**config.mk**
```make
export PLATFORM = sky130hd
export DESIGN_NAME = uart_tx_fifo
export DESIGN_NICKNAME = d
export VERILOG_FILES = /design/src/rtl/uart_tx_fifo.sv
export SDC_FILE = /design/constraint.sdc
export NUM_CORES = 1
export LEC_CHECK = 0
export BUFFER_PORTS_ARGS = -buffer_cell sky130_fd_sc_hd__buf_2
export CORE_MARGIN = 1.5
export CORE_UTILIZATION = 45
export CTS_CLUSTER_DIAMETER = 60
export CTS_CLUSTER_SIZE = 30
export DETAILED_ROUTE_END_ITERATION = 8
export HOLD_SLACK_MARGIN = 0.02
export SLEW_MARGIN = 20
export SYNTH_ARGS = -nofsm -noshare
export SYNTH_HDL_FRONTEND = slang
export SYNTH_SLANG_ARGS = --single-unit
```
**constraint.sdc**
```tcl
create_clock -name clk -period 3.15 [get_ports clk]
set_input_delay 0.63 -clock clk [delete_from_list [all_inputs] [get_ports clk]]
set_output_delay 0.63 -clock clk [all_outputs]
set_load 0.005 [all_outputs]
```
**src/rtl/uart_tx_fifo.sv**
```systemverilog
// Buffered 8N1 UART transmitter: byte FIFO feeding an LSB-first serialiser.
// Define UART_TX_PARITY_EN to insert an even-parity bit between data and stop.
module uart_tx_fifo #(
  parameter int clk_per_bit = 87,
  parameter int fifo_addr_w = 3
) (
  input  logic                   clk,
  input  logic                   reset,
  input  logic                   wr_en,
  input  logic [7:0]             wr_data,
  output logic                   full,
  output logic                   empty,
  output logic [fifo_addr_w:0]   count,
  output logic                   overflow,
  output logic                   tx_data,
  output logic                   tx_busy,
  output logic                   tx_done,
  output logic [2:0]             fsm_state
);

  localparam int depth = 1 << fifo_addr_w;
  localparam int tw = $clog2(clk_per_bit);
  localparam logic [tw-1:0] timer_last_c = tw'(clk_per_bit - 1);
  localparam logic [tw-1:0] timer_prev_c = tw'(clk_per_bit - 2);
  localparam logic [tw-1:0] timer_one_c = tw'(1);
  localparam logic [fifo_addr_w-1:0] ptr_one_c = {{(fifo_addr_w-1){1'b0}}, 1'b1};
  localparam logic [fifo_addr_w:0] cnt_one_c = {{fifo_addr_w{1'b0}}, 1'b1};
  localparam logic [fifo_addr_w:0] depth_c = {1'b1, {fifo_addr_w{1'b0}}};

  typedef enum logic [2:0] {
    S_IDLE,
    S_START,
    S_DATA,
    S_STOP
`ifdef UART_TX_PARITY_EN
    , S_PARITY
`endif
  } state_t;

  state_t                 state;
  logic [tw-1:0]          timer;
  logic [2:0]             bit_idx;
  logic [7:0]             shift;
  logic [7:0]             mem [depth];
  logic [fifo_addr_w-1:0] wr_ptr;
  logic [fifo_addr_w-1:0] rd_ptr;
  logic [fifo_addr_w:0]   count_nxt;
  logic                   timer_last;
  logic                   pop;
  logic                   push;
`ifdef UART_TX_PARITY_EN
  logic                   parity;
`endif

  assign fsm_state = state;

  // Write handshake: a byte is taken when wr_en is high and either full is low
  // or the serialiser pops in that same cycle; any other wr_en is dropped and
  // latches overflow. There is no back-pressure beyond full.
  assign timer_last = (timer == timer_last_c);
  assign pop  = !empty && ((state == S_IDLE) || (state == S_STOP && timer_last));
  assign push = wr_en && (!full || pop);

  always_comb begin
    count_nxt = count;
    if (push && !pop)
      count_nxt = count + cnt_one_c;
    else if (!push && pop)
      count_nxt = count - cnt_one_c;
  end

  always_ff @(posedge clk) begin
    if (push)
      mem[wr_ptr] <= wr_data;
  end

  always_ff @(posedge clk or posedge reset) begin
    if (reset) begin
      wr_ptr   <= '0;
      rd_ptr   <= '0;
      count    <= '0;
      empty    <= 1'b1;
      full     <= 1'b0;
      overflow <= 1'b0;
    end else begin
      if (push)
        wr_ptr <= wr_ptr + ptr_one_c;
      if (pop)
        rd_ptr <= rd_ptr + ptr_one_c;
      count <= count_nxt;
      empty <= (count_nxt == '0);
      full  <= (count_nxt == depth_c);
      if (wr_en && !push)
        overflow <= 1'b1;
    end
  end

  always_ff @(posedge clk or posedge reset) begin
    if (reset) begin
      state   <= S_IDLE;
      timer   <= '0;
      bit_idx <= '0;
      shift   <= '0;
      tx_data <= 1'b1;
      tx_busy <= 1'b0;
      tx_done <= 1'b0;
`ifdef UART_TX_PARITY_EN
      parity  <= 1'b0;
`endif
    end else begin
      // Registered one clock early so the pulse lands on the stop bit's last clock.
      tx_done <= (state == S_STOP) && (timer == timer_prev_c);
      case (state)
        S_IDLE: begin
          if (pop) begin
            shift   <= mem[rd_ptr];
`ifdef UART_TX_PARITY_EN
            parity  <= ^mem[rd_ptr];
`endif
            tx_data <= 1'b0;
            tx_busy <= 1'b1;
            timer   <= '0;
            state   <= S_START;
          end
        end
        S_START: begin
          if (timer_last) begin
            timer   <= '0;
            bit_idx <= '0;
            tx_data <= shift[0];
            state   <= S_DATA;
          end else begin
            timer <= timer + timer_one_c;
          end
        end
        S_DATA: begin
          if (timer_last) begin
            timer <= '0;
            if (bit_idx == 3'd7) begin
`ifdef UART_TX_PARITY_EN
              tx_data <= parity;
              state   <= S_PARITY;
`else
              tx_data <= 1'b1;
              state   <= S_STOP;
`endif
            end else begin
              shift   <= shift >> 1;
              tx_data <= shift[1];
              bit_idx <= bit_idx + 3'd1;
            end
          end else begin
            timer <= timer + timer_one_c;
          end
        end
`ifdef UART_TX_PARITY_EN
        S_PARITY: begin
          if (timer_last) begin
            timer   <= '0;
            tx_data <= 1'b1;
            state   <= S_STOP;
          end else begin
            timer <= timer + timer_one_c;
          end
        end
`endif
        S_STOP: begin
          if (timer_last) begin
            timer <= '0;
            if (pop) begin
              // Back-to-back frame: next start bit follows with no idle gap.
              shift   <= mem[rd_ptr];
`ifdef UART_TX_PARITY_EN
              parity  <= ^mem[rd_ptr];
`endif
              tx_data <= 1'b0;
              state   <= S_START;
            end else begin
              tx_busy <= 1'b0;
              state   <= S_IDLE;
            end
          end else begin
            timer <= timer + timer_one_c;
          end
        end
        default: begin
          state   <= S_IDLE;
          tx_data <= 1'b1;
          tx_busy <= 1'b0;
        end
      endcase
    end
  end

endmodule

```
==> impl_results.md <==
* Outcome: completed
* Clock Power Share at 17.8%
* Data required, critical path at 3.15 ns
* DP Cell Count at 458
* Resized cells post-CTS at 0
* Setup bufs post-CTS at 0
* Setup WS post-layout at 0.3404 ns
* Top cell family by delay on the critical path: simple AND/OR/NAND/NOR gates
* Drc violations at 0
* Clk_skew at 0.01156 ns
* Final Max Slew Viols at 0
* Synth Register Bits at 100
* Crit-path slowest cell: nor2_1
* Max-slew headroom at 46.27%
* Syn-to-layout area delta at 10.95%
* Non-filler cells, final at 474
* Layout cells sized above 1 at 24.05%
* Overall Global Routing Usage at 16.53%
* Initial antenna violation count at 0
* Post-DP HPWL at 5.387 mm
* Combinational share of power at 36.1%
* Synthesized area per cell at 14.43 sq um
* Vias in the first global route at 2,476
* Mapped Cells at 308
* Initial Util at 45.90%
* Ys Warns at 0
* Vias/cell at 5.304
* Max Buffers Root-to-Sink at 2
* FMAX at 0.3559 GHz
* H-tree depth at 3
* NetSw at 1.603 mW
* RSZ-0062 raised after global routing: false
* Final weighted congestion of routability-driven global placement at 0.8226
* Antenna viol nets, final at 0
* Bufs and invs on worst path at 2
* Initial DRC Count at 132
* Synth area leader: edfxtp_1
* Slowest stage delay, CP at 0.56 ns
* Filler cells at 838
* Startpoint types: flop
* Worst-margin pin slew at 0.8060 ns
* Multi-input logic area at 1513 sq um
* Crit path time final at 2.810 ns
* Worst skew pair latency at 0.37 ns
* Worst Hold Class: in2async
* Largest net degree at the start of global routing at 37
* Die extent in x at 102.4 um
* Final core occ at 50.93%
* Hold Buf Count CTS at 0
* Power density over the cells at 899.5 nW/um^2
* FP Rows at 36
* DR WL/cell at 16.59 um
* Crit path cell chain: inv_1, ha_1, inv_1, o21a_1, or2_1, a21boi_2, nand2_1, nor2_1
* Clk slew on worst S/H paths at 0.10 ns
* CP arrival at 2.81 ns
* Post-synthesis sequential area ratio at 63.55%
* Internal power at 2.834 mW
* MaxCap Viol Count at 0
* Setup crit end kind: flop
* Inserted Clock Buffers at 9
* Synth Cell Area at 4446 sq um
* Synthesized Nets at 332
* Yosys cell types at 47
* Clock Sinks at 100
* Routed vias at 2,514
* Fin crit share at 89.20%
* Maximum vdd drop at 0.3234 mV
* Critical Path Most Common Cell: inv_1
* Seq pwr share at 46.2%
* Post-synth ARST share at 36.00%
* LEAKAGE at 1.871 nW
* Fin Hold WS at 0.3412 ns
* CTS tree: built
* Switching Share at 36.13%
* Clk Tree Root Cell: clkbuf_8
* Yosys top cell area share at 43.23%
* First-pass GRT wire length at 12.79 mm
* Initial DRT Pass Iterations at 5
* Die area at 10,480 sq um
* Final hold vios at 0
* Top cells by area, synth: edfxtp_1, dfrtp_1, mux4_2, ha_1, mux2i_1
* I/O pins at 24
* Final setup TNS at 0 ns
* Register Area at 2825 sq um
* Port-buffer cells at 22
* Final nets at 360
* Critical setup path kind: reg2reg
* Ant diodes at 0
* Worst-path fanout max at 9
* Post-synth EDFFs at 64
* Core ar. at 9684 sq um
* Setup WS pre-CTS at 0.3421 ns
* Routed wire length at 7.863 mm
* Overall die height at 102.4 um
* Total congestion overflow at 0
* Setup-failing EPs final at 0
* Synth Flop Type: edfxtp_1
==> Yosys cell counts, drive strengths merged, types with 7 or more instances <==
master and n:
a21oi 7, buf 9, clkbuf 7, dfrtp 34
edfxtp 64, ha 13, inv 9, mux2 8
mux2i 10, mux4 16, nand2 25, nand3 9
nor2 17, nor3 7, o21ai 21
==> kinds of logic (layout without fill, tap and decap cells) <==
| family | after synthesis | count (layout) | share of synthesized area [%] |
|---|---|---|---|
| compound gates | 52 | 52 | 7.796 |
| mux | 34 | 34 | 12.38 |
| simple gates | 74 | 74 | 8.331 |
| flops | 100 | 100 | 63.55 |
| other cells | 1 | 1 | 0.08435 |
| fa+ha+maj | 13 | 13 | 3.659 |
| buf+inv | 25 | 58 | 2.420 |
| xor+xnor | 9 | 9 | 1.773 |
==> power by group through the flow <==
stage          clock (mW)  sequential [mW]  combinational [mW]
2_1_floorplan           0             1.91                1.32
3_3_place_gp            0             2.07                1.59
3_5_place_dp            0             2.08                1.62
4_1_cts             0.809             2.05                1.63
5_1_grt             0.862             2.10                1.78
6_report            0.788             2.05                1.60
==> flip-flops by register name (all words and copies together), names as in the netlist <==
signal and cells:
tx_busy 1, timer 7, fsm_state 2, overflow 1, tx_data 1, empty 1, bit_idx 3, shift 8
mem 64, tx_done 1, full 1, count 4, wr_ptr 3, rd_ptr 3
==> metrics by stage <==
step	instance area, sq um	total power, mW
after global routing	4932	4.742
after CTS	4932	4.488
after detailed placement	4743	3.705
after global placement	4743	3.666
after floorplan	4446	3.236
final	4932	4.437
==> placed cells by master, fill, tap and decap left out, types with 10 or more instances in the layout <==
cell type,instances
edfxtp_1,64
dfrtp_1,34
o21ai_0,12
nor2_1,15
mux2i_1,10
mux4_2,16
nand2_1,25
buf_2,22
ha_1,13
buf_4,10
==> area by class of cell <==
| cell class | instances | area share (%) |
|---|---|---|
| timing repair buffer | 33 | 4.160 |
| tap | 133 | 3.374 |
| sequential | 100 | 57.28 |
| clock inverter | 7 | 1.319 |
| multi-input combinational | 183 | 30.67 |
| inverter | 9 | 0.6849 |
| clock buffer | 9 | 2.511 |
==> worst min-delay path, delay by kind of cell <==
| family | cells | cell delay [ns] |
|---|---|---|
| buf+inv | 3 | 0.52 |
==> routing by layer <==
| metal | wire length [um] | GRT usage [%] |
|---|---|---|
| met1 | 3966 | 24.00 |
| met2 | 3631 | 24.76 |
| met3 | 208 | 4.514 |
| met4 | 57 | 4.426 |
| met5 | 0 | 0 |
==> final timing paths <==
check                                  start        end  slack, ns  depth (start not counted)
worst min-delay path                   reset   timer[2]       0.34                          3
worst max-delay path            fsm_state[0]  mem[6][7]       0.34                          8
worst max register to register  fsm_state[0]  mem[6][7]       0.34                          8
max in group asynchronous              reset      empty       2.43                          3
worst min register to register      overflow   overflow       0.51                          1
min in group clk                    overflow   overflow       0.51                          1
Power figures use the tool's default switching activity.
